==> src/rtl/store_pkg.sv <==
// Shared types and op encodings for the M-stage store path.
package store_pkg;

   localparam int ST_ADDR_W = 32;

   localparam logic [1:0] ST_WORD = 2'b00;
   localparam logic [1:0] ST_HALF = 2'b01;
   localparam logic [1:0] ST_BYTE = 2'b10;
   localparam logic [1:0] ST_RSVD = 2'b11;

   // One queued bus write: word address, lane-aligned data and byte enables.
   typedef struct packed {
      logic [ST_ADDR_W-1:2] addr;
      logic [31:0]          wdata;
      logic [3:0]           byteen;
   } st_entry_t;

endpackage

==> src/rtl/store_buffer_if.sv <==
// Store request port (pipeline side) and data-bus write port of the store buffer.
interface store_buffer_if #(
   parameter int ADDR_W = 32
);
   logic              st_valid;
   logic [1:0]        st_op;
   logic [ADDR_W-1:0] st_addr;
   logic [31:0]       st_data;
   logic              st_ready;

   logic              m_data_valid;
   logic              m_data_ready;
   logic [ADDR_W-1:0] m_data_addr;
   logic [31:0]       m_data_wdata;
   logic [3:0]        m_data_byteen;

   logic              empty;
   logic              exc_ades;

   modport master (
      output st_valid, st_op, st_addr, st_data, m_data_ready,
      input  st_ready, m_data_valid, m_data_addr, m_data_wdata, m_data_byteen,
             empty, exc_ades
   );

   modport slave (
      input  st_valid, st_op, st_addr, st_data, m_data_ready,
      output st_ready, m_data_valid, m_data_addr, m_data_wdata, m_data_byteen,
             empty, exc_ades
   );
endinterface

==> src/rtl/store_align.sv <==
// Combinational sw/sh/sb lane alignment: byte enables, shifted write data, misalignment flag.
module store_align
   import store_pkg::*;
(
   input  logic [1:0]  op_i,
   input  logic [1:0]  addr_lo_i,
   input  logic [31:0] data_i,
   output logic [3:0]  byteen_o,
   output logic [31:0] wdata_o,
   output logic        misalign_o
);

   always_comb begin
      byteen_o   = 4'b0000;
      wdata_o    = 32'h0;
      misalign_o = 1'b0;
      unique case (op_i)
         ST_WORD: begin
            byteen_o   = 4'b1111;
            wdata_o    = data_i;
            misalign_o = (addr_lo_i != 2'b00);
         end
         ST_HALF: begin
            // Lane choice uses addr[1] only; addr[0] just flags misalignment.
            if (addr_lo_i[1]) begin
               byteen_o = 4'b1100;
               wdata_o  = {data_i[15:0], 16'h0};
            end else begin
               byteen_o = 4'b0011;
               wdata_o  = {16'h0, data_i[15:0]};
            end
            misalign_o = addr_lo_i[0];
         end
         ST_BYTE: begin
            byteen_o = 4'b0001 << addr_lo_i;
            wdata_o  = {24'h0, data_i[7:0]} << {addr_lo_i, 3'b000};
         end
         default: ;
      endcase
   end

endmodule

==> src/rtl/store_buffer.sv <==
// Store FIFO feeding the data bus; accepted store is visible on the bus one cycle later, bus outputs held while ready=0.
// st_ready drops when full (no same-cycle pop-then-push); STORE_ALIGN_CHECK_EN rejects misaligned/reserved stores with exc_ades.
module store_buffer
   import store_pkg::*;
#(
   parameter int DEPTH  = 2,
   parameter int ADDR_W = ST_ADDR_W
) (
   input logic           clk,
   input logic           reset,
   store_buffer_if.slave bus
);

   localparam int PTR_W = (DEPTH > 1) ? $clog2(DEPTH) : 1;
   localparam int CNT_W = PTR_W + 1;
   localparam logic [PTR_W-1:0] PTR_ONE  = PTR_W'(1);
   localparam logic [CNT_W-1:0] CNT_ONE  = CNT_W'(1);
   localparam logic [CNT_W-1:0] CNT_FULL = CNT_W'(DEPTH);

`ifdef STORE_ALIGN_CHECK_EN
   localparam bit ALIGN_CHECK = 1'b1;
`else
   localparam bit ALIGN_CHECK = 1'b0;
`endif

   logic [3:0]  al_byteen;
   logic [31:0] al_wdata;
   logic        al_misalign;

   store_align u_align (
      .op_i       (bus.st_op),
      .addr_lo_i  (bus.st_addr[1:0]),
      .data_i     (bus.st_data),
      .byteen_o   (al_byteen),
      .wdata_o    (al_wdata),
      .misalign_o (al_misalign)
   );

   st_entry_t        mem_q [DEPTH];
   st_entry_t        head;
   logic [PTR_W-1:0] wr_ptr_q, wr_ptr_d;
   logic [PTR_W-1:0] rd_ptr_q, rd_ptr_d;
   logic [CNT_W-1:0] cnt_q, cnt_d;

   logic full, not_empty, accept, reject, push, pop;

   assign full      = (cnt_q == CNT_FULL);
   assign not_empty = (cnt_q != '0);
   assign accept    = bus.st_valid && !full;
   // Reserved ops are consumed as no-ops; rejection only exists with the check enabled.
   assign reject    = ALIGN_CHECK && (al_misalign || (bus.st_op == ST_RSVD));
   assign push      = accept && (bus.st_op != ST_RSVD) && !reject;
   assign pop       = not_empty && bus.m_data_ready;

   always_comb begin
      wr_ptr_d = wr_ptr_q;
      rd_ptr_d = rd_ptr_q;
      cnt_d    = cnt_q;
      if (push) wr_ptr_d = wr_ptr_q + PTR_ONE;
      if (pop)  rd_ptr_d = rd_ptr_q + PTR_ONE;
      case ({push, pop})
         2'b10:   cnt_d = cnt_q + CNT_ONE;
         2'b01:   cnt_d = cnt_q - CNT_ONE;
         default: ;
      endcase
   end

   always_ff @(posedge clk) begin
      if (reset) begin
         wr_ptr_q <= '0;
         rd_ptr_q <= '0;
         cnt_q    <= '0;
      end else begin
         wr_ptr_q <= wr_ptr_d;
         rd_ptr_q <= rd_ptr_d;
         cnt_q    <= cnt_d;
      end
   end

   // Storage needs no reset: outputs are masked whenever the count is zero.
   always_ff @(posedge clk) begin
      if (push) begin
         mem_q[wr_ptr_q] <= '{addr:   bus.st_addr[ADDR_W-1:2],
                              wdata:  al_wdata,
                              byteen: al_byteen};
      end
   end

   assign head              = mem_q[rd_ptr_q];
   assign bus.st_ready      = !full;
   assign bus.empty         = !not_empty;
   assign bus.m_data_valid  = not_empty;
   assign bus.m_data_addr   = not_empty ? {head.addr, 2'b00} : '0;
   assign bus.m_data_wdata  = not_empty ? head.wdata : 32'h0;
   assign bus.m_data_byteen = not_empty ? head.byteen : 4'b0000;

`ifdef STORE_ALIGN_CHECK_EN
   logic exc_q;

   always_ff @(posedge clk) begin
      if (reset) exc_q <= 1'b0;
      else       exc_q <= accept && reject;
   end

   assign bus.exc_ades = exc_q;
`else
   assign bus.exc_ades = 1'b0;
`endif

endmodule

==> src/flat_wrapper.sv <==
// flat-port wrapper written by rule: the top's interface ports become plain ports
module store_buffer_flat import store_pkg::*;
#(
   parameter int DEPTH  = 2,
   parameter int ADDR_W = ST_ADDR_W
)
  (clk, reset, bus_st_valid, bus_st_op, bus_st_addr, bus_st_data, bus_m_data_ready, bus_st_ready, bus_m_data_valid, bus_m_data_addr, bus_m_data_wdata, bus_m_data_byteen, bus_empty, bus_exc_ades);
  store_buffer_if #(.ADDR_W(ADDR_W)) bus_i ();
  input logic clk;
  input logic reset;
  input wire logic [$bits(bus_i.st_valid)-1:0] bus_st_valid;
  input wire logic [$bits(bus_i.st_op)-1:0] bus_st_op;
  input wire logic [$bits(bus_i.st_addr)-1:0] bus_st_addr;
  input wire logic [$bits(bus_i.st_data)-1:0] bus_st_data;
  input wire logic [$bits(bus_i.m_data_ready)-1:0] bus_m_data_ready;
  output wire logic [$bits(bus_i.st_ready)-1:0] bus_st_ready;
  output wire logic [$bits(bus_i.m_data_valid)-1:0] bus_m_data_valid;
  output wire logic [$bits(bus_i.m_data_addr)-1:0] bus_m_data_addr;
  output wire logic [$bits(bus_i.m_data_wdata)-1:0] bus_m_data_wdata;
  output wire logic [$bits(bus_i.m_data_byteen)-1:0] bus_m_data_byteen;
  output wire logic [$bits(bus_i.empty)-1:0] bus_empty;
  output wire logic [$bits(bus_i.exc_ades)-1:0] bus_exc_ades;
  assign bus_i.st_valid = bus_st_valid;
  assign bus_i.st_op = bus_st_op;
  assign bus_i.st_addr = bus_st_addr;
  assign bus_i.st_data = bus_st_data;
  assign bus_i.m_data_ready = bus_m_data_ready;
  assign bus_st_ready = bus_i.st_ready;
  assign bus_m_data_valid = bus_i.m_data_valid;
  assign bus_m_data_addr = bus_i.m_data_addr;
  assign bus_m_data_wdata = bus_i.m_data_wdata;
  assign bus_m_data_byteen = bus_i.m_data_byteen;
  assign bus_empty = bus_i.empty;
  assign bus_exc_ades = bus_i.exc_ades;
  store_buffer #(.DEPTH(DEPTH), .ADDR_W(ADDR_W)) u_core (.clk(clk), .reset(reset), .bus(bus_i));
endmodule
==> config.mk <==
export PLATFORM = sky130hd
export DESIGN_NAME = store_buffer_flat
export DESIGN_NICKNAME = d
export VERILOG_FILES = /design/src/rtl/store_pkg.sv /design/src/rtl/store_buffer_if.sv /design/src/rtl/store_align.sv /design/src/rtl/store_buffer.sv /design/src/flat_wrapper.sv
export SDC_FILE = /design/constraint.sdc
export NUM_CORES = 1
export LEC_CHECK = 0
export CAP_MARGIN = 5
export CELL_PAD_IN_SITES_DETAIL_PLACEMENT = 0
export CELL_PAD_IN_SITES_GLOBAL_PLACEMENT = 1
export CORE_AREA = 2 2 120 122
export DETAILED_ROUTE_END_ITERATION = 8
export DIE_AREA = 0 0 122 124
export HOLD_SLACK_MARGIN = 0.08
export PLACE_DENSITY = 0.93
export SLEW_MARGIN = 5
export SYNTH_ARGS = -nofsm -noshare
export SYNTH_HDL_FRONTEND = slang
export SYNTH_HIERARCHICAL = 1
export SYNTH_SLANG_ARGS = --single-unit
export TNS_END_PERCENT = 50
==> constraint.sdc <==
create_clock -name clk -period 6.55 [get_ports clk]
set_input_delay 1.31 -clock clk [delete_from_list [all_inputs] [get_ports clk]]
set_output_delay 1.31 -clock clk [all_outputs]
set_load 0.05 [all_outputs]
---- Yosys cells after proc, flatten, opt, wreduce, memory -nomap -nowiden ----
Memory sizes are Yosys's and may differ from the RTL's. A register that Yosys moved wholly into a read port is not among the register bits.
Index checks and enable logic that the tools add are counted.
operators by class
  shift-type cells ........................ 2
  add/sub/neg operators ................... 4
  reduce and logical (&&, ||, !) cells .... 8
  eq/ne operators ......................... 6
  muxes and demuxes ....................... 12
operators with widths
  kind                   count
  $mux W32               3
  $pmux W32 S3           1
  $shl A8 B5 Y32         1
  $pmux W4 S3            1
  $mux W4                2
  $eq A2 B2 Y1 const B   3
  $eq A2 B1 Y1 const B   2
  $mux W1                4
  $pmux W2 S2            1
  $reduce_bool A2 Y1     2
  $shl A1 B2 Y4 const A  1
  $logic_and A1 B1 Y1    3
  $add A1 B1 Y1 const B  2
  $add A2 B1 Y2 const B  1
  $logic_not A1 Y1       2
  $logic_not A2 Y1       1
  $ne A2 B2 Y1 const B   1
  $sub A2 B1 Y2 const B  1
storage, ports and cells
  word-level logic and storage cells ...... 36
  register bits after elaboration ......... 4
  memories ................................ 1
  output and inout port bits .............. 72
  bits of input ports ..................... 70
  RAM bits ................................ 132
memory list
  name          depth  bits a word  rd ports  clocked after Yosys merged registers in  write ports  RTL line            text
  u_core.mem_q  2      66           1         1                                        1            store_buffer.sv:39  st_entry_t mem_q [DEPTH];

---- Longest topological paths before layout ----
  depth in word-level cells ............... 6
  mapped depth ............................ 6
  gate-level depth less buffers ........... 6

---- By module ----
The synthesis kept the hierarchy.
modules (own cells, without submodules)
  module        area each (µm²)  sequential area each (µm²)  cells an instance  times used
  store_buffer  5,246.3          4,063.9                     311                1
  store_align   609.3            0.0                         92                 1

---- Least setup slack after synthesis ----
Ideal clock, no wire load.
  kind .................................... input to register
  start ................................... in bus_st_op[0]
  end ..................................... mem u_core/mem_q[0][0] in the netlist's numbering (enable)
  setup slack ............................. 1.781 ns
  cell stages on the path ................. 3
  required time ........................... 6.059 ns
  path buffers ............................ 0
  setup time .............................. 0.491 ns
  arrival ................................. 4.278 ns
  path through ............................ nand2_1 > nand3_2 > nor2_1
on the way
  longest elaborated chain between the ends .. 4
ends and longest elaborated chain
  element                        RTL line            text
  start, declared                flat_wrapper.sv:12  input wire logic [$bits(bus_i.st_op)-1:0] bus_st_op;
  $ne A2 B2 Y1                   store_buffer.sv:52  assign push = accept && (bus.st_op != ST_RSVD) && !reject;
  $logic_and A1 B1 Y1            store_buffer.sv:52
  $mux W1                        store_buffer.sv:82  if (push) begin
  $mux W1 (not written as such)  store_buffer.sv:83  mem_q[wr_ptr_q] <= '{addr: bus.st_addr[ADDR_W-1:2],
  end, declared                  store_buffer.sv:39
Every way passes these cells.

---- Worst setup path in the final report ----
  start ................................... reg u_core.cnt_q[0]
  end ..................................... out bus_empty
on the way
  longest elaborated chain between the ends .. 2
ends and longest elaborated chain
  element                 RTL line            text
  start, declared         store_buffer.sv:43  logic [CNT_W-1:0] cnt_q, cnt_d;
  start signal, assigned  store_buffer.sv:76  cnt_q <= cnt_d;
  $reduce_bool A2 Y1      store_buffer.sv:48  assign not_empty = (cnt_q != '0);
  $logic_not A1 Y1        store_buffer.sv:91  assign bus.empty = !not_empty;
  end, declared           flat_wrapper.sv:21  output wire logic [$bits(bus_i.empty)-1:0] bus_empty;
Every way passes these cells.

==> flow_metrics.env <==
export IMPL_finalWorstSetupSlack_ns=2.416
export IMPL_cts_tree="yes"
export IMPL_crit_arrival_ns=2.82
export IMPL_dieArea_mm2=0.01513
export IMPL_clkLatencyLatePin_ns=0.40
export IMPL_netlist_area_mm2=0.005847
export IMPL_grt_ovfl_total=0
export IMPL_drt_antenna_violating_nets=0
export IMPL_io_buffers=138
export IMPL_viasPerCell=5.022
export IMPL_rsz0062_at_grt="no"
export IMPL_crit_path_end_kind="output pin"
export IMPL_antenna_found_initial=0
export IMPL_clk_path_buf_depth=2
export IMPL_first_pass_iters=5
export IMPL_cts_sink_count=137
export IMPL_clk_pin_slew_ns=0.06
export IMPL_synth_area_per_cell_um2=14.58
export IMPL_postCtsResizedCells=0
export IMPL_slew_headroom=0.2042
export IMPL_fin_tns_setup_ns=0
export IMPL_drive_above_1_share=0.07847
export IMPL_grt_pass1_vias=3581
export IMPL_worst_path_max_fanout=67
export IMPL_post_cts_repair_setup_buffers=0
export IMPL_cts_buffers=17
export IMPL_dpl_hpwl_um=8572
export IMPL_final_max_slew_viol_count=0
export IMPL_maxCapViolCount=0
export IMPL_wl_per_cell_um=17.43
export IMPL_fin_area_mm2=0.007871
export IMPL_area_growth_synth_to_final_pct=34.62
export IMPL_fmax_ghz=0.2419
export IMPL_worst_hold_slack_ns=0.5200
export IMPL_finalNonFillerCells=728
export IMPL_critical_path_required_ns=5.24
export IMPL_drc=0
export IMPL_grt_usage=0.1688
export IMPL_final_period_utilization=0.6312
export IMPL_tightest_slew_ns=1.191
export IMPL_postCtsHoldBufs=0
export IMPL_ys_warn_count=6
export IMPL_start_util=0.4262
export IMPL_io_pins=142
export IMPL_critPathKind="flop to output pin"
export IMPL_nFillCells=1092
export IMPL_die_h_um=124
export IMPL_outcome="completed"
export IMPL_fin_crit_ns=4.134
export IMPL_grt_start_max_net_pins=68
export IMPL_startpoint_type="flop"
export IMPL_num_vias=3656
export IMPL_ctsHtreeMaxLevel=4
export IMPL_postSynthCellCount=401
export IMPL_final_common_cell="clkdlybuf4s50_1"
export IMPL_min_path_type="flop to flop"
export IMPL_row_count=43
export IMPL_power_total_mw=3.565
export IMPL_drtIter0Drc=363
export IMPL_placed_area_mm2=0.007284
export IMPL_place_inst=696
export IMPL_die_w_um=122
export IMPL_most_common_layout_cells="clkdlybuf4s50_1, edfxtp_1, nor2_1"
export IMPL_gp_congestion=0.8581
export IMPL_cts_root_buf="clkbuf_16"
export IMPL_finalSetupViolations=0
export IMPL_drt_wl_total_um=12690
export IMPL_final_util=0.5737
export IMPL_clock_skew_ns=0.006735
export IMPL_p_leak_nw=2.653
export IMPL_hold_viol_final=0
export IMPL_coreArea_mm2=0.01372
export IMPL_num_nets_final=606
export IMPL_n_antenna_cell=0
export IMPL_grt_pass1_wl_um=18910
export IMPL_powerDensity_mw_per_mm2=452.9
export IMPL_power_ir_vdd_worst_uv=269.9
export IMPL_preCtsSetupSlack_ns=1.992
==> critical path, cell delays in order (launching register included) <==
cell and delay [ns]:
dfxtp_1 0.35, or2_1 0.26, inv_2 0.81, clkdlybuf4s50_1 0.97
==> layer usage <==
| layer | up-vias | share of wire | global-route usage | routed length (um) |
|---|---|---|---|---|
| met5 | - | 0 | 0 | 0 |
| met4 | 0 | 0.025 | 0.08333 | 313 |
| met3 | 24 | 0.071 | 0.03526 | 902 |
| met2 | 160 | 0.50 | 0.2772 | 6283 |
| met1 | 1726 | 0.41 | 0.2138 | 5192 |
| li1 | 1746 | - | - | - |
==> power breakdown <==
part / total [mW] / switching, mW / internal (mW) / leakage (nW)
Combinational: 1.44 / 0.949 / 0.487 / 1.09
Clock: 0.937 / 0.340 / 0.597 / 0.283
Sequential: 1.19 / 0.105 / 1.09 / 1.28
Total: 3.57 / 1.39 / 2.17 / 2.65
==> final timing paths <==
kind	end	depth (start not counted)	slack, ns	from
setup / recovery	bus_empty	3	2.42	u_core/cnt_q[0]
setup reg to reg	u_core/mem_q[1][35]	4	3.98	u_core/cnt_q[0]
hold reg to reg	u_core/cnt_q[1]	2	0.52	u_core/cnt_q[1]
hold / removal	u_core/cnt_q[1]	2	0.52	u_core/cnt_q[1]
==> state kept, by name, summed over array words and instances, names as in the netlist, named ones only <==
signal and count:
u_core/cnt_q 2, u_core/mem_q 132, u_core/rd_ptr_q 1, u_core/wr_ptr_q 1
==> area by class of cell <==
| type | instances | area (um2) | share of cell area |
|---|---|---|---|
| clock buffer | 20 | 436.7 | 0.05548 |
| clock inverter | 12 | 150.1 | 0.01907 |
| inverter | 6 | 22.52 | 0.002861 |
| multi-input combinational | 233 | 1573 | 0.1998 |
| sequential | 137 | 4068 | 0.5168 |
| tap | 180 | 225.2 | 0.02861 |
| timing repair buffer | 140 | 1396 | 0.1774 |
Power figures use the tool's default switching activity.
